## src/rtl/fp_mul_pkg.sv

```systemverilog
// rtl/fp_mul_pkg.sv - shared constants and types for the FP32 multiply back end
package fp_mul_pkg;

    localparam int EXP_W   = 8;
    localparam int FRAC_W  = 23;
    localparam int BIAS    = 127;
    localparam int EXP_MAX = 255;

    localparam logic [31:0] QNAN = 32'h7FC0_0000;

    typedef enum logic [1:0] {
        ZERO = 2'd0,
        INF  = 2'd1,
        NAN  = 2'd2,
        NORM = 2'd3
    } fp_class_e;

    typedef struct packed {
        logic ovf;
        logic unf;
        logic inv;
    } fp_flags_t;

endpackage

```

## src/rtl/fp_classify.sv

```systemverilog
// rtl/fp_classify.sv - combinational FP32 operand classifier (denormals read as zero)
module fp_classify
    import fp_mul_pkg::*;
(
    input  logic [31:0] op,
    output fp_class_e   cls
);

    logic [EXP_W-1:0]  exp_f;
    logic [FRAC_W-1:0] frac_f;

    assign exp_f  = op[30:23];
    assign frac_f = op[22:0];

    always_comb begin
        cls = NORM;
        if (exp_f == '0) begin
            cls = ZERO;
        end else if (exp_f == '1) begin
            cls = (frac_f != '0) ? NAN : INF;
        end
    end

endmodule

```

## src/rtl/fp_mul_normalize_pack.sv

```systemverilog
// rtl/fp_mul_normalize_pack.sv - FP32 product exponent, special-case resolution and packing
module fp_mul_normalize_pack
    import fp_mul_pkg::*;
(
    input  logic        clk,
    input  logic        rst,
    input  logic        in_valid,
    output logic        in_ready,
    input  logic [31:0] in_op_a,
    input  logic [31:0] in_op_b,
    input  logic [22:0] in_frac,
    input  logic        in_norm,
    output logic        out_valid,
    input  logic        out_ready,
    output logic [31:0] out_result,
    output logic        out_ovf,
    output logic        out_unf,
    output logic        out_inv
);

    fp_class_e         a_cls;
    fp_class_e         b_cls;
    logic [9:0]        e_sum;

    logic              s1_v;
    logic              s1_sign;
    logic signed [9:0] s1_e;
    logic [22:0]       s1_frac;
    fp_class_e         s1_ca;
    fp_class_e         s1_cb;
    logic              s1_adv;

    logic              s2_v;
    fp_flags_t         s2_flags;

    logic [31:0]       pack_res;
    fp_flags_t         pack_flags;
    logic              any_nan;
    logic              any_inf;
    logic              any_zero;
    logic              inf_zero;

    fp_classify u_class_a (.op(in_op_a), .cls(a_cls));
    fp_classify u_class_b (.op(in_op_b), .cls(b_cls));

    // Wraps harmlessly for ZERO/INF/NAN operands; those never reach rule 6.
    assign e_sum = 10'(in_op_a[30:23]) + 10'(in_op_b[30:23]) + 10'(in_norm) - 10'(BIAS);

    assign s1_adv   = !s2_v || out_ready;
    assign in_ready = !s1_v || s1_adv;

    assign any_nan  = (s1_ca == NAN) || (s1_cb == NAN);
    assign any_inf  = (s1_ca == INF) || (s1_cb == INF);
    assign any_zero = (s1_ca == ZERO) || (s1_cb == ZERO);
    assign inf_zero = ((s1_ca == INF) && (s1_cb == ZERO)) || ((s1_ca == ZERO) && (s1_cb == INF));

    always_comb begin
        pack_res   = {s1_sign, s1_e[7:0], s1_frac};
        pack_flags = '0;
        if (any_nan || inf_zero) begin
            pack_res       = QNAN;
            pack_flags.inv = 1'b1;
        end else if (any_inf) begin
            pack_res = {s1_sign, 8'hFF, 23'h0};
        end else if (any_zero) begin
            pack_res = {s1_sign, 31'h0};
        end else if (s1_e >= $signed(10'(EXP_MAX))) begin
            pack_res       = {s1_sign, 8'hFF, 23'h0};
            pack_flags.ovf = 1'b1;
        end else if (s1_e <= $signed(10'd0)) begin
            pack_res       = {s1_sign, 31'h0};
            pack_flags.unf = 1'b1;
        end
    end

    always_ff @(posedge clk) begin
        if (rst) begin
            s1_v       <= 1'b0;
            s1_sign    <= 1'b0;
            s1_e       <= '0;
            s1_frac    <= '0;
            s1_ca      <= ZERO;
            s1_cb      <= ZERO;
            s2_v       <= 1'b0;
            out_result <= '0;
            s2_flags   <= '0;
        end else begin
            if (in_ready) begin
                s1_v <= in_valid;
            end
            if (in_valid && in_ready) begin
                s1_sign <= in_op_a[31] ^ in_op_b[31];
                s1_e    <= $signed(e_sum);
                s1_frac <= in_frac;
                s1_ca   <= a_cls;
                s1_cb   <= b_cls;
            end
            if (s1_adv) begin
                s2_v <= s1_v;
            end
            if (s1_v && s1_adv) begin
                out_result <= pack_res;
                s2_flags   <= pack_flags;
            end
        end
    end

    assign out_valid = s2_v;
    assign out_ovf   = s2_flags.ovf;
    assign out_unf   = s2_flags.unf;
    assign out_inv   = s2_flags.inv;

endmodule

```

## config.mk

```make
export PLATFORM = sky130hd
export DESIGN_NAME = fp_mul_normalize_pack
export DESIGN_NICKNAME = d
export VERILOG_FILES = /design/src/rtl/fp_mul_pkg.sv /design/src/rtl/fp_classify.sv /design/src/rtl/fp_mul_normalize_pack.sv
export SDC_FILE = /design/constraint.sdc
export NUM_CORES = 1
export LEC_CHECK = 0
export ABC_CLOCK_PERIOD_IN_PS = 4000
export CAP_MARGIN = 15
export CORE_MARGIN = 4
export CORE_UTILIZATION = 38
export CTS_CLUSTER_DIAMETER = 60
export DETAILED_ROUTE_END_ITERATION = 16
export GPL_TIMING_DRIVEN = 1
export PLACE_DENSITY = 0.71
export SYNTH_ARGS = -nofsm -noshare
export SYNTH_HDL_FRONTEND = slang
export SYNTH_SLANG_ARGS = --single-unit
```

## constraint.sdc

```tcl
create_clock -name clk -period 4 [get_ports clk]
set_input_delay 1 -clock clk [delete_from_list [all_inputs] [get_ports clk]]
set_output_delay 1 -clock clk [all_outputs]
set_load 0.005 [all_outputs]
```

==> impl_results.md <==
- Clock sink count: 75
- Worst reg2reg path depth: 5
- Post-Syn Area: 3400 sq um
- Syn_nets: 494
- Synth cell types: 50
- Minimum clock period: 3.29 ns
- Skew-Pair Late Insertion Delay: 0.36 ns
- H-tree Lvls: 3
- Syn avg cell area: 8.82 sq um
- Slew Limit Fails: 0
- Worst setup EP type: register
- GP Congestion: 0.823
- Power per cell area: 357 nW/um^2
- Seq/Total Area, Yosys: 44.2%
- N_diodes: 0
- Worst Path Arrival: 3.58 ns
- Vias in the first global route: 3177
- CTS tree: yes
- Via count: 3258
- DP Worst Slack: 0.408 ns
- Critical path class: in -> reg
- Status: finished clean
- Largest cells by area after synthesis: dfxtp_1 44%, nand2_1 6.7%, a22o_1 6.4%
- Final Hold Violating Endpoints: 0
- Max transition margin: 51.5%
- Area Overhead vs Synth: 46.4%
- Root Driver: clkbuf_8
- Post-CTS Hold Fix Bufs: 0
- Setup WS post-layout: 0.707 ns
- Syn Inst Count: 385
- Fmax: 0.304 GHz
- Worst min-delay path category: reg -> reg
- FF+latch count, synth: 75
- Ports: 129
- Die Ht: 103 um
- CORE AREA: 8720 sq um
- Top cell type's share of synthesized area: 44.2%
- Yosys top cell by area: dfxtp_1
- Residual DRC: 0
- Largest net degree at the start of global routing: 33
- Switching Fraction: 25.7%
- Crit path cell chain: clkdlybuf4s50_1 > inv_1 > ha_1 > inv_1 > ha_1 > inv_1 > fa_1 > nor2b_1 > o31a_1 > o21ai_0 > or4_1 > nand4_1
- Pint: 0.00132 W
- Die area: 10500 sq um
- Die span in x: 103 um
- Number of iterations in the first detailed-routing pass: 4
- Async set or reset register ratio after synthesis: 0%
- # Max-Cap Violations: 0
- Initial DRC Count: 173
- Most numerous cell in the Yosys netlist: dfxtp_1
- Register share of total power: 46.0%
- First-pass GRT wire length: 15.4 mm
- Clock power frac: 36.8%
- EDFF count, synth: 0
- Final nets: 619
- Deepest clock path buffer count: 2
- Routed Antenna Nets: 0
- Finished Core Util: 57.0%
- CP Launch Type: primary input
- Logic pwr share: 17.2%
- Fin cells: 623
- TNS Setup: 0 ns
- Post-cts sizing count: 0
- Critical-path top delay cell: clkdlybuf4s50_1
- Setup-failing EPs final: 0
- Worst Hold Depth: 2
- RSZ-0062 raised after global routing: no
- Worst-Margin Slew: 0.726 ns
- Final WL: 9.61 mm
- Antenna violations before repair: 0
- Skew final: 0.00963 ns
- Gr usage total: 18.6%
- Leak pwr: 1.88 nW
- CTS Buf Count: 9
- Sw power: 0.000455 W
- Cell count after placement: 607
- DP Wirelength: 7.25 mm
- Synthesis warning total: 0
- # port buffers: 128
- Share of cells above drive strength 1: 7.38%
- Avg WL per Cell: 15.4 um
- Initial Util: 38.9%
- Fin crit share: 82.3%
- Clock slew at reported path FFs: 0.08 ns
- Post-synth top cells: 75 x dfxtp_1, 61 x nand2_1, 40 x a21oi_1
- FP Rows: 34
- CP required: 4.29 ns
- Critical Path Most Common Cell: inv_1
- Post-CTS setup buffers: 0
- Top_reg_cell synth: dfxtp_1
- Max stage delay on crit path: 0.50 ns
- Crit-path max FO: 3
- Worst vdd ir: 0.000218 V
- Overflow after GRT: 0
- Post-DR vias/cell: 5.23
-- kinds of logic after synthesis --
| kind of cell | share of synthesized area [%] |
|---|---|
| simple gates | 21.9 |
| compound gates | 21.5 |
| flops | 44.2 |
| buf+inv | 4.83 |
| fa+ha+maj | 6.48 |
| xor+xnor | 0.774 |
| mux | 0.295 |
-- per-stage QoR --
| step | hold slack (ns) | total power, W | instance area, sq um |
|---|---|---|---|
| 2_1_floorplan | 0.437 | 0.000976 | 3400 |
| 3_3_place_gp | 0.443 | 0.00113 | 4740 |
| 3_5_place_dp | 0.448 | 0.00114 | 4740 |
| 4_1_cts | 0.459 | 0.00179 | 4970 |
| 5_1_grt | 0.482 | 0.00186 | 4970 |
| 6_report | 0.457 | 0.00177 | 4970 |
-- state kept, by name, summed over array words and instances (netlist names), 2 cells and up --
| register | count |
|---|---|
| s1_ca | 2 |
| out_result | 32 |
| s1_cb | 2 |
| s1_frac | 23 |
| s1_e | 10 |
-- power groups by stage --
stage          clock network [W]  logic [W]  registers [W]
2_1_floorplan                  0   0.000153       0.000823
3_3_place_gp                   0   0.000296       0.000831
3_5_place_dp                   0   0.000303       0.000833
4_1_cts                 0.000664   0.000305       0.000816
5_1_grt                 0.000697   0.000338       0.000822
6_report                0.000653   0.000305       0.000816
-- layout by cell type (no fill, tap or decap), drive strengths merged, types with 2 or more instances in the layout --
cell type and n:
nand2b 2, o31a 2, o21ai 24, nor4 16, clkdlybuf4s50 127, bufinv 2
a211oi 7, and4 2, clkinvlp 2, nand4b 2, buf 7, dfxtp 75
nand3 4, xor2 2, clkinv 3, nor3 8, inv 12, a22o 27
a21oi 41, a22oi 2, or4 3, nand2 61, nand4 11, ha 16
clkbuf 10, nor2b 4, nor2 25, nor4b 5
-- path summary, 6_finish.rpt --
check	from	to	slack, ns
setup / recovery	in_op_a[23]	s1_e[6]$_SDFFE_PP0P_	0.71
hold / removal	s1_frac[2]$_SDFFE_PP0P_	s1_frac[2]$_SDFFE_PP0P_	0.46
setup reg to reg	s1_v$_SDFFE_PP0N_	s1_frac[3]$_SDFFE_PP0P_	2.07
hold reg to reg	s1_frac[2]$_SDFFE_PP0P_	s1_frac[2]$_SDFFE_PP0P_	0.46
-- area by class of cell --
cell class	instances	area [sq um]
multi-input combinational	277	1740
inverter	13	48.8
clock inverter	6	88.8
fill	805	3750
timing repair buffer	134	1320
sequential	75	1500
tap	108	135
clock buffer	10	138
-- worst max-delay path, delay by kind of cell --
family / cells / cell delay (ns)
fa+ha+maj: 3 / 0.85
buf+inv: 4 / 0.67
simple gates: 3 / 0.73
compound gates: 2 / 0.32
-- layer usage --
layer	track usage (%)	up-vias	routed length, um
met4	5.65	0	89
met3	4.26	7	388
met1	23.3	1534	4180
met5	0	-	0
met2	32.0	60	4960
li1	-	1657	-
(Power assumes the default switching activity.)
